==> src/rtl/pulse_stretcher.sv <==
// Stretches single-cycle event strobes into fixed-width level windows.
// Strobes arriving during a window are queued and replayed in order, each window followed by a forced low gap.
module pulse_stretcher #(
  parameter int WIDTH  = 4,
  parameter int GAP    = 2,
  parameter int PEND_W = 3
) (
  input  logic              clk,
  input  logic              reset,
  input  logic              pulse_in,
  output logic              level_out,
  output logic              busy,
  output logic [PEND_W-1:0] pending,
  output logic              overflow
);

  localparam int MAX_CNT = (WIDTH > GAP) ? WIDTH : GAP;
  localparam int CNT_W   = (MAX_CNT > 1) ? $clog2(MAX_CNT) : 1;
  localparam logic [CNT_W-1:0]  WIN_LOAD = CNT_W'(WIDTH - 1);
  localparam logic [CNT_W-1:0]  GAP_LOAD = CNT_W'(GAP - 1);
  localparam logic [PEND_W-1:0] PEND_MAX = '1;

  typedef enum logic [1:0] {
    ST_IDLE,
    ST_HIGH,
    ST_GAP
  } state_t;

  state_t            state_q, state_d;
  logic [CNT_W-1:0]  cnt_q, cnt_d;
  logic [PEND_W-1:0] pending_q, pending_d;
  logic              overflow_q, overflow_d;
  logic              level_q, level_d;
  logic              busy_q, busy_d;
  logic              inc, dec;

  always_comb begin
    state_d    = state_q;
    cnt_d      = cnt_q;
    pending_d  = pending_q;
    overflow_d = overflow_q;
    inc        = 1'b0;
    dec        = 1'b0;

    case (state_q)
      ST_IDLE: begin
        if (pulse_in) begin
          state_d = ST_HIGH;
          cnt_d   = WIN_LOAD;
        end
      end
      ST_HIGH: begin
        inc = pulse_in;
        if (cnt_q == '0) begin
          state_d = ST_GAP;
          cnt_d   = GAP_LOAD;
        end else begin
          cnt_d = cnt_q - 1'b1;
        end
      end
      ST_GAP: begin
        if (cnt_q == '0) begin
          // Queued events win over a fresh strobe; a strobe alongside a replay is queued instead.
          if (pending_q != '0) begin
            state_d = ST_HIGH;
            cnt_d   = WIN_LOAD;
            dec     = 1'b1;
            inc     = pulse_in;
          end else if (pulse_in) begin
            state_d = ST_HIGH;
            cnt_d   = WIN_LOAD;
          end else begin
            state_d = ST_IDLE;
          end
        end else begin
          cnt_d = cnt_q - 1'b1;
          inc   = pulse_in;
        end
      end
      default: state_d = ST_IDLE;
    endcase

    if (inc && !dec) begin
      if (pending_q == PEND_MAX) overflow_d = 1'b1;
      else                       pending_d  = pending_q + 1'b1;
    end else if (dec && !inc) begin
      pending_d = pending_q - 1'b1;
    end

    level_d = (state_d == ST_HIGH);
    busy_d  = (state_d != ST_IDLE);
  end

  always_ff @(posedge clk) begin
    if (reset) begin
      state_q    <= ST_IDLE;
      cnt_q      <= '0;
      pending_q  <= '0;
      overflow_q <= 1'b0;
      level_q    <= 1'b0;
      busy_q     <= 1'b0;
    end else begin
      state_q    <= state_d;
      cnt_q      <= cnt_d;
      pending_q  <= pending_d;
      overflow_q <= overflow_d;
      level_q    <= level_d;
      busy_q     <= busy_d;
    end
  end

  assign level_out = level_q;
  assign busy      = busy_q;
  assign pending   = pending_q;
  assign overflow  = overflow_q;

endmodule

==> config.mk <==
export PLATFORM = sky130hd
export DESIGN_NAME = pulse_stretcher
export DESIGN_NICKNAME = d
export VERILOG_FILES = /design/src/rtl/pulse_stretcher.sv
export SDC_FILE = /design/constraint.sdc
export NUM_CORES = 1
export LEC_CHECK = 0
export ABC_AREA = 1
export CORE_MARGIN = 8
export CORE_UTILIZATION = 46
export DETAILED_ROUTE_END_ITERATION = 8
export GPL_TIMING_DRIVEN = 0
export MAX_ROUTING_LAYER = met4
export PLACE_DENSITY = 0.83
export SLEW_MARGIN = 15
export SYNTH_ARGS = -nofsm -noshare
export SYNTH_HDL_FRONTEND = slang
export SYNTH_SLANG_ARGS = --single-unit
==> constraint.sdc <==
create_clock -name clk -period 1.8 [get_ports clk]
set_input_delay 0.27 -clock clk [delete_from_list [all_inputs] [get_ports clk]]
set_output_delay 0.27 -clock clk [all_outputs]
set_load 0.005 [all_outputs]
==> results.tsv <==
stage	metric	value	unit
timing	timing.slew.headroom	0.829	
grt	antenna_found_initial	0	
power_and_ir_drop	ir_worst_vdd	0.613	mV
worst_hold_path	hold_class	reg2reg	
power_and_ir_drop	power.leakage	0.366	nW
power_and_ir_drop	int_pwr	0.616	mW
logic_synthesis	ys_dominant_reg_cell	sky130_fd_sc_hd__dfxtp_1	
route	route.detailed.drc	0	
timing	final-setup-viol-count	0	
setup_path	worst_ep_required_time	1960	ps
route	drt-total-wl	1400	um
clock_network	clock_pin_slew_reported_for_the_worst_setup_and_hold_paths_after_clock_tree_synthesis	60	ps
timing	timing.final.crit_period	1800	ps
logic_synthesis	mapped_nets	96	
clock_network	root_buffer	sky130_fd_sc_hd__clkbuf_4	
logic_synthesis	synth_cell_types	22	
power_and_ir_drop	power	0.985	mW
floorplan	fp.dieW	53.1	um
logic_synthesis	post_synthesis_cell_area	633	um^2
finish	fraction_of_the_core_area_covered_by_cells_at_the_end_of_the_flow	0.670	
timing	final.setup.tns	0	ps
logic_synthesis	avgSynthCellArea	7.28	um^2
power_and_ir_drop	share_comb_of_total_power	0.467	
timing	maxSlewViolCount	0	
job	max-cap-violations	0	
outcome	status	completed	
floorplan	core_area	1300	um^2
timing	finalHoldViolCount	0	
finish	non_filler_cells_final	121	
route	router_iterations_before_antenna_repair	4	
finish	share_of_post_route_cells_with_drive_strength_above_1	0.330	
setup_path	worst_reg_to_reg_setup_slack	2	ps
setup_path	worstPathMaxFanout	5	
timing	layout_skew	2.40	ps
logic_synthesis	synth_top_area_share	0.316	
setup_path	crit_path_end_kind	flip-flop	
place	gpl.final_weighted_congestion	0.827	
floorplan	initial_utilization	0.487	
clock_network	cts_tree	built	
floorplan	io_pins	9	
floorplan	die-height	53.1	um
logic_synthesis	yosysSeqAreaShare	0.316	
grt	first_global_vias	564	
setup_path	criticalPathCategory	reg2reg	
power_and_ir_drop	power.share.sequential	0.334	
route	detail_route.wl_per_cell	11.6	um
power_and_ir_drop	power_per_cell_area	1130	nW/um^2
timing	clock.fmax	556	MHz
grt	global_routing_usage_summed_across_all_routing_layers	0.104	
place	port_buffers	8	
logic_synthesis	share_of_flip_flops_with_an_asynchronous_set_or_reset_after_synthesis	0	
logic_synthesis	leading_post_synthesis_cells_by_cell_area	sky130_fd_sc_hd__dfxtp_1 (32%), sky130_fd_sc_hd__ha_1 (9.9%), sky130_fd_sc_hd__inv_1 (7.1%)	
timing	unrepaired_setup_endpoints_after_global_routing	true	
floorplan	row_count	13	
logic_synthesis	synth_edf_count	0	
clock_network	clkSinkCount	10	
grt	grt_start_max_net_pins	8	
setup_path	worst_setup_path_start_kind	flip-flop	
finish	area_growth	37.7	%
logic_synthesis	postSynthCellCount	87	
clock_network	tritoncts.num_buffers	3	
clock_network	clock_latency	260	ps
clock_network	post_cts_hold_buffer_count	0	
power_and_ir_drop	clockPowerShare	0.199	
grt	final_global_route_overflow_total	0	
setup_path	path_cells	inv_4 > ha_4 > inv_2 > nor2_2 > nor2_2 > nand2_2 > nand3_4 > fa_2 > nand3_1 > nand2_2 > a21oi_2 > nor2_1	
logic_synthesis	synth-warning-count	0	
grt	grt_first_pass_wirelength	2120	um
clock_network	clock_path_buffers	2	
place	dp.cells	110	
setup_path	worst-endpoint-arrival	1960	ps
setup_path	slowest_stage	sky130_fd_sc_hd__fa_2	
route	detailroute.via_count	619	
power_and_ir_drop	sw_frac_of_total	0.375	
timing	finalCritPeriodShare	0.999	
power_and_ir_drop	total_switching_power	0.369	mW
route	drt_first_iter_violations	16	
clock_network	cts-htree-levels	1	
logic_synthesis	yosys_register_bits	10	
finish	antenna_cells_inserted	0	
route	final_antenna_net_count	0	
timing	worst-slew-pin-transition	254	ps
route	vias_per_cell	5.12	
floorplan	floorplan.die_area	2820	um^2
finish	final_net_count	116	
setup_path	cpPeakStageDelay	380	ps
timing	hold_ws	478	ps
logic_synthesis	yosysTopAreaCell	sky130_fd_sc_hd__dfxtp_1	
place	dpl_wire_length	981	um
-- sequential cells by signal, summed over array words and instances (netlist names) --
signal and cells:
busy 1, state_q 2, cnt_q 2, pending 3
overflow 1, level_out 1
-- routing by layer --
metal	track usage	routed length, um	up-vias
met5	-	0	-
li1	-	-	317
met1	0.0868	542	282
met3	0.0644	111	2
met4	0.0336	16	0
met2	0.184	731	18
-- cells in the mapped netlist, types with 2 or more instances --
cell                      instances
sky130_fd_sc_hd__nand3_2          3
sky130_fd_sc_hd__inv_2            2
sky130_fd_sc_hd__ha_1             5
sky130_fd_sc_hd__dfxtp_1         10
sky130_fd_sc_hd__nand2_1          9
sky130_fd_sc_hd__inv_1           12
sky130_fd_sc_hd__nand2_2          4
sky130_fd_sc_hd__nand3_1          6
sky130_fd_sc_hd__o21ai_0          8
sky130_fd_sc_hd__nor2_1          12
sky130_fd_sc_hd__a21oi_1          4
sky130_fd_sc_hd__nor2_2           2
-- cell type report --
cell class,count,area (um^2)
inverters,15,58.8
repair buffers,15,133
well taps,15,18.8
fillers,106,429
clock buffers,4,36.3
flip-flops and latches,10,208
multi-input cells,62,418
-- power by group through the flow --
stage / logic (mW) / clock network [mW] / registers [mW]
after floorplan: 0.242 / 0 / 0.324
after global routing: 0.512 / 0.211 / 0.335
after global placement: 0.335 / 0 / 0.328
after detailed placement: 0.347 / 0 / 0.329
final: 0.460 / 0.196 / 0.329
after CTS: 0.400 / 0.205 / 0.330
-- cell usage in the layout (no fill, tap or decap), types with 2 or more instances in the layout --
cell type | Yosys | layout
sky130_fd_sc_hd__nor2_1 | 12 | 12
sky130_fd_sc_hd__inv_1 | 12 | 8
sky130_fd_sc_hd__nand2_1 | 9 | 8
sky130_fd_sc_hd__o21ai_0 | 8 | 8
sky130_fd_sc_hd__dfxtp_1 | 10 | 8
sky130_fd_sc_hd__clkdlybuf4s50_1 | 0 | 8
sky130_fd_sc_hd__buf_4 | 0 | 7
sky130_fd_sc_hd__nand3_1 | 6 | 6
sky130_fd_sc_hd__inv_2 | 2 | 5
sky130_fd_sc_hd__nand2_2 | 4 | 5
sky130_fd_sc_hd__a21oi_1 | 4 | 3
sky130_fd_sc_hd__ha_1 | 5 | 3
sky130_fd_sc_hd__clkbuf_4 | 0 | 3
sky130_fd_sc_hd__nor2_2 | 2 | 2
sky130_fd_sc_hd__nand3_2 | 3 | 2
sky130_fd_sc_hd__ha_4 | 0 | 2
sky130_fd_sc_hd__dfxtp_4 | 0 | 2
-- through the flow --
stage | cell area, um^2 | setup WS, ps
after floorplan | 638 | 28.2
after global placement | 737 | -137
after detailed placement | 737 | -169
after CTS | 828 | 7.89
after global routing | 872 | -79.7
final | 872 | 2.16
-- logic make-up after synthesis --
| kind of cell | after synthesis | synth area share |
|---|---|---|
| simple gates | 40 | 0.324 |
| compound gates | 16 | 0.140 |
| buf+inv | 15 | 0.0889 |
| flops | 10 | 0.316 |
| fa+ha+maj | 6 | 0.130 |
-- repair_timing --
action	in CTS	in global routing
buffers inserted	3	4
gates resized for setup	8	5
hold endpoints to repair	0	0
endpoints found under the setup margin	2	2
pin swaps	2	5
-- path summary, 6_finish.rpt --
check / from / to / cells past startpoint
max reg2reg: state_q[0] / pending[2] / 12
max: state_q[0] / pending[2] / 12
min: overflow / overflow / 1
min reg2reg: overflow / overflow / 1
-- critical path: cells and delay by family (launching register included) --
| family | cells | cell delay, ps |
|---|---|---|
| flops | 1 | 360 |
| compound gates | 1 | 120 |
| buf+inv | 2 | 110 |
| fa+ha+maj | 2 | 540 |
| simple gates | 7 | 560 |
Power figures use the tool's default switching activity.
